## src/rtl/risc_datapath_if.sv

```systemverilog
// Control strobes and result path between the RISC controller and its datapath.
// The controller drives the master side; the datapath implements the slave side.
interface risc_datapath_if;
  logic [2:0]  readnum;
  logic        vsel;
  logic        loada;
  logic        loadb;
  logic [1:0]  shift;
  logic        asel;
  logic        bsel;
  logic [1:0]  ALUop;
  logic        loadc;
  logic        loads;
  logic [2:0]  writenum;
  logic        write;
  logic [15:0] datapath_in;
  logic        Z_out;
  logic [15:0] datapath_out;

  modport master (
    output readnum, vsel, loada, loadb, shift, asel, bsel, ALUop,
           loadc, loads, writenum, write, datapath_in,
    input  Z_out, datapath_out
  );

  modport slave (
    input  readnum, vsel, loada, loadb, shift, asel, bsel, ALUop,
           loadc, loads, writenum, write, datapath_in,
    output Z_out, datapath_out
  );
endinterface

```

## src/rtl/risc_datapath.sv

```systemverilog
// 16-bit RISC datapath: 8x16 register file, A/B operand registers, shifter,
// operand muxes, ALU, result register C and zero flag Z.
module risc_datapath (
  input  logic            clk,
  input  logic            reset,
  risc_datapath_if.slave  dp
);

  logic [15:0] regs_r [8];
  logic [15:0] a_r;
  logic [15:0] b_r;
  logic [15:0] c_r;
  logic        z_r;

  logic [15:0] data_out_s;
  logic [15:0] wb_data_s;
  logic [15:0] shift_out_s;
  logic [15:0] ain_s;
  logic [15:0] bin_s;
  logic [15:0] alu_out_s;
  logic        zero_s;

  // Register-file read port, writeback mux and operand selection.
  always_comb begin
    data_out_s = regs_r[dp.readnum];
    wb_data_s  = 16'd0;
    ain_s      = 16'd0;
    bin_s      = 16'd0;
    if (dp.vsel) begin
      wb_data_s = dp.datapath_in;
    end else begin
      wb_data_s = c_r;
    end
    if (dp.asel) begin
      ain_s = 16'd0;
    end else begin
      ain_s = a_r;
    end
    if (dp.bsel) begin
      bin_s = {11'b0, dp.datapath_in[4:0]};
    end else begin
      bin_s = shift_out_s;
    end
  end

  // Shifter on B.
  always_comb begin
    shift_out_s = b_r;
    case (dp.shift)
      2'b00:   shift_out_s = b_r;
      2'b01:   shift_out_s = {b_r[14:0], 1'b0};
      2'b10:   shift_out_s = {1'b0, b_r[15:1]};
      2'b11:   shift_out_s = {b_r[15], b_r[15:1]};
      default: shift_out_s = b_r;
    endcase
  end

  // ALU and zero detect; arithmetic wraps modulo 2^16.
  always_comb begin
    alu_out_s = 16'd0;
    case (dp.ALUop)
      2'b00:   alu_out_s = ain_s + bin_s;
      2'b01:   alu_out_s = ain_s - bin_s;
      2'b10:   alu_out_s = ain_s & bin_s;
      2'b11:   alu_out_s = ~bin_s;
      default: alu_out_s = 16'd0;
    endcase
    zero_s = (alu_out_s == 16'd0);
  end

  // All architectural state; every register samples pre-edge values.
  always_ff @(posedge clk) begin
    if (reset) begin
      for (int i = 0; i < 8; i++) begin
        regs_r[i] <= 16'd0;
      end
      a_r <= 16'd0;
      b_r <= 16'd0;
      c_r <= 16'd0;
      z_r <= 1'b0;
    end else begin
      if (dp.write) begin
        regs_r[dp.writenum] <= wb_data_s;
      end
      if (dp.loada) begin
        a_r <= data_out_s;
      end
      if (dp.loadb) begin
        b_r <= data_out_s;
      end
      if (dp.loadc) begin
        c_r <= alu_out_s;
      end
      if (dp.loads) begin
        z_r <= zero_s;
      end
    end
  end

  assign dp.datapath_out = c_r;
  assign dp.Z_out        = z_r;

endmodule

```

## src/flat_wrapper.sv

```systemverilog
// flat-port wrapper written by rule: the top's interface ports become plain ports
module risc_datapath_flat 
  (clk, reset, dp_readnum, dp_vsel, dp_loada, dp_loadb, dp_shift, dp_asel, dp_bsel, dp_ALUop, dp_loadc, dp_loads, dp_writenum, dp_write, dp_datapath_in, dp_Z_out, dp_datapath_out);
  risc_datapath_if dp_i ();
  input  logic clk;
  input  logic reset;
  input wire logic [$bits(dp_i.readnum)-1:0] dp_readnum;
  input wire logic [$bits(dp_i.vsel)-1:0] dp_vsel;
  input wire logic [$bits(dp_i.loada)-1:0] dp_loada;
  input wire logic [$bits(dp_i.loadb)-1:0] dp_loadb;
  input wire logic [$bits(dp_i.shift)-1:0] dp_shift;
  input wire logic [$bits(dp_i.asel)-1:0] dp_asel;
  input wire logic [$bits(dp_i.bsel)-1:0] dp_bsel;
  input wire logic [$bits(dp_i.ALUop)-1:0] dp_ALUop;
  input wire logic [$bits(dp_i.loadc)-1:0] dp_loadc;
  input wire logic [$bits(dp_i.loads)-1:0] dp_loads;
  input wire logic [$bits(dp_i.writenum)-1:0] dp_writenum;
  input wire logic [$bits(dp_i.write)-1:0] dp_write;
  input wire logic [$bits(dp_i.datapath_in)-1:0] dp_datapath_in;
  output wire logic [$bits(dp_i.Z_out)-1:0] dp_Z_out;
  output wire logic [$bits(dp_i.datapath_out)-1:0] dp_datapath_out;
  assign dp_i.readnum = dp_readnum;
  assign dp_i.vsel = dp_vsel;
  assign dp_i.loada = dp_loada;
  assign dp_i.loadb = dp_loadb;
  assign dp_i.shift = dp_shift;
  assign dp_i.asel = dp_asel;
  assign dp_i.bsel = dp_bsel;
  assign dp_i.ALUop = dp_ALUop;
  assign dp_i.loadc = dp_loadc;
  assign dp_i.loads = dp_loads;
  assign dp_i.writenum = dp_writenum;
  assign dp_i.write = dp_write;
  assign dp_i.datapath_in = dp_datapath_in;
  assign dp_Z_out = dp_i.Z_out;
  assign dp_datapath_out = dp_i.datapath_out;
  risc_datapath u_core (.clk(clk), .reset(reset), .dp(dp_i));
endmodule
```

## config.mk

```make
export PLATFORM = sky130hd
export DESIGN_NAME = risc_datapath_flat
export DESIGN_NICKNAME = d
export VERILOG_FILES = /design/src/rtl/risc_datapath_if.sv /design/src/rtl/risc_datapath.sv /design/src/flat_wrapper.sv
export SDC_FILE = /design/constraint.sdc
export NUM_CORES = 1
export LEC_CHECK = 0
export BUFFER_PORTS_ARGS = -buffer_cell sky130_fd_sc_hd__buf_2
export CAP_MARGIN = 15
export CORE_MARGIN = 2
export CORE_UTILIZATION = 66
export CTS_CLUSTER_DIAMETER = 200
export DETAILED_ROUTE_END_ITERATION = 7
export PLACE_DENSITY = 0.95
export SYNTH_ARGS = -nofsm -noshare
export SYNTH_HDL_FRONTEND = slang
export SYNTH_SLANG_ARGS = --single-unit
```

## constraint.sdc

```tcl
create_clock -name clk -period 8.63 [get_ports clk]
set_input_delay 0.863 -clock clk [delete_from_list [all_inputs] [get_ports clk]]
set_output_delay 0.863 -clock clk [all_outputs]
set_load 0.05 [all_outputs]
```

==> summary.txt <==
Outcome
  – Status: complete, no violations

STA
  – Fin crit share: 60.0%
  – Slew @ Worst Pin: 1.10 ns
  – Max Freq: 0.193 GHz
  – Slew headroom: 26.8%
  – Final Max Tran Viols: 0
  – Fin. Hold Viols: 0
  – Setup_tns: 0 ns
  – Min cycle time layout: 5.18 ns
  – Setup Skew: 0.00739 ns
  – Final setup violating endpoints: 0
  – RSZ-0062 raised after global routing: false

Drt
  – Via density: 6.83
  – Wire length on met3: 2550 um
  – Total routed wirelength: 25,000 um
  – Top Metal Used: met4
  – DR WL/cell: 24.0 um
  – Detailed Route Iter0 Violations: 940
  – Via Count: 7,121
  – M1 wire length: 8890 um
  – Final ANT Viol Nets: 0
  – TritonRoute pass-1 iters: 6
  – DRC: 0
  – DR WL met2: 12,400 um

Power
  – Peak VDD IR: 0.153 mV
  – Part of the power in registers: 45.2%
  – Gate power share: 15.6%
  – Leakage Power: 3.82 nW
  – Power, Total: 2.18 mW
  – Internal power: 1.57 mW
  – Clock share of power: 39.2%
  – Net Switching: 606 uW
  – Power per standard cell area: 215 nW/um2
  – Net switching share of the total power: 27.8%

Yosys
  – Seq cells post-synth: 177
  – Gate Count Post-Synth: 828
  – Ys Warns: 0
  – EDFF count, synth: 128
  – Main synth FF type: edfxtp_1
  – Distinct cells, synth: 62
  – Synthesized cell area: 9170 um2
  – Asr flop ratio synth: 0%
  – Syn avg cell area: 11.1 um2
  – Sequential area share after synthesis: 52.6%
  – Synth Net Count: 882

Worst hold path
  – Hold Path Depth: 2
  – HP Class: reg -> reg
  – Hold_sp: u_core.a_r[1]
  – Worst Hold Endpoint: u_core.a_r[1]

Critical path
  – Critical Path AT: 5.52 ns
  – FF-to-FF End: u_core.dp.Z_out
  – Setup CP Type: in -> reg
  – Max stage delay on crit path: 0.77 ns
  – Worst reg2reg setup slack: 4.07 ns
  – CP required: 8.97 ns
  – CP endpoint kind: flop
  – Worst path slowest cell: o311ai_0
  – CP max FO: 19
  – Crit-path leading delay family: compound AO/OA/AOI/OAI gates
  – CP Cell Sequence: buf_2 > inv_1 > o311ai_0 > ha_1 > nand2_1 > o21ai_0 > inv_1 > ha_1 > nor2b_1 > o311ai_0 > o211ai_1 > a2111oi_0 > or3_1 > o21ai_0 > xnor2_1 > o21ai_1 > a32o_2
  – Reg2reg start: u_core.b_r[2]
  – R2R cell count: 15
  – Worst Setup Start Kind: input pin
  – CP bufs+invs: 3

Die
  – Area of the core: 13,700 um2
  – Num ports: 53
  – Initial Utilization: 66.8%
  – Cell Rows: 43
  – Die footprint: 14,900 um2
  – Die height: 122 um
  – Die W: 122 um

CTS
  – Clock latency at the later pin of the worst-skew pair: 0.45 ns
  – Post-CTS Resized: 0
  – Post-CTS Repair Setup Buffers: 0
  – CTS buffer count: 17
  – Hold buffer count at cts: 0
  – Clock Path Buffers: 2
  – Depth of the CTS H-tree: 4
  – Clock sink count: 177
  – Clock root buffer: clkbuf_16
  – CTS tree: yes
  – Clk pin slew, worst setup/hold paths: 0.07 ns

Finish
  – Final core utilization: 73.8%
  – Final #Nets: 904
  – Fin area: 10,100 um2
  – Ant diodes: 0
  – Layout cells sized above 1: 15.1%
  – Most common cell after layout, fill and taps aside: nor2_1
  – Commonest non-fill, non-tap cells in the layout: nor2_1, edfxtp_1, buf_2, dfxtp_1, mux2i_1
  – Layout area overhead: 10.4%

Place
  – DPL Wire Length: 15,500 um
  – Post-DP Area: 9450 um2
  – IO Port Bufs: 52
  – GP Congestion: 0.973

Run
  – Max-Cap Viols: 0

GRT
  – Initial antenna violation count: 0
  – Largest net degree at the start of global routing: 61
  – First-pass GRT wire length: 38,400 um
  – Vias in the first global route: 6,934
  – Total gr overflow: 0
  – GRT Util Overall: 35.1%
## cell families (layout without fill, tap and decap cells)
kind of cell    count (synthesis)  after routing  share of synthesized area, %
flops                         177            177                          52.6
xor+xnor                       28             28                          2.67
compound gates                133            133                          9.88
buf+inv                        63             98                          2.82
simple gates                  326            326                          16.0
mux                            83             83                          13.5
fa+ha+maj                      18             18                          2.54
## sequential cells by signal (all words and copies together), names as in the netlist
name	cells
u_core.b_r	16
u_core.a_r	16
u_core.dp.datapath_out	16
u_core.dp.Z_out	1
u_core.regs_r	128
## worst max-delay path by stage
stage	slack (ns)	endpoint	start	depth (start not counted)
floorplan	3.96	u_core.dp.Z_out	dp_shift[1]	18
global placement	3.35	u_core.dp.Z_out	dp_shift[1]	17
detailed placement	3.11	u_core.dp.Z_out	dp_shift[1]	17
CTS	3.56	u_core.dp.Z_out	dp_shift[1]	17
global route	3.12	u_core.dp.Z_out	dp_shift[1]	17
finish	3.45	u_core.dp.Z_out	dp_shift[1]	17
## layout make-up
class / instances / area [um2]
Sequential cell: 177 / 4820
Tap cell: 180 / 225
Clock inverter: 14 / 221
Multi-Input combinational cell: 588 / 4090
Clock buffer: 18 / 429
Timing Repair Buffer: 54 / 288
Inverter: 12 / 45.0
Fill cell: 844 / 3600
## routing by layer
layer | vias to the layer above | global-route usage [%]
li1 | 3066 | -
met1 | 3373 | 43.2
met2 | 570 | 58.1
met3 | 112 | 7.21
met4 | 0 | 20.0
met5 | - | 0
## synth_stat cells (all sizes together), types with 18 or more instances
master | count | area, um2
a21oi | 24 | 120
dfxtp | 49 | 981
a211oi | 45 | 338
edfxtp | 128 | 3840
nor2b | 28 | 175
o21ai | 21 | 105
clkbuf | 38 | 143
mux4 | 32 | 721
nor2 | 206 | 776
nand2 | 31 | 116
xnor2 | 18 | 158
mux2i | 48 | 480
## tightest hold or removal path, delay by kind of cell, from the launching register on
kind	cells	cell delay, ns
and+or+nand+nor	1	0.09
AOI/OAI and AO/OA	1	0.05
DFF	1	0.31
## metrics by stage
step                      instances  worst slack (ns)  hold WS, ns
after global placement         1010              3.35        0.482
after detailed placement       1010              3.11        0.483
after CTS                      1042              3.56        0.492
after global routing           1043              3.12        0.533
final                          1043              3.45        0.495
after floorplan                 828              3.96        0.464
## power by group through the flow
stage	Sequential, mW	Combinational [mW]	Clock [mW]
final	0.985	0.340	0.853
after global routing	0.987	0.363	0.879
after CTS	0.983	0.332	0.849
after detailed placement	1.00	0.325	0
after global placement	0.996	0.316	0
after floorplan	1.01	0.226	0
Note: power is estimated with default switching activity, not from simulation.
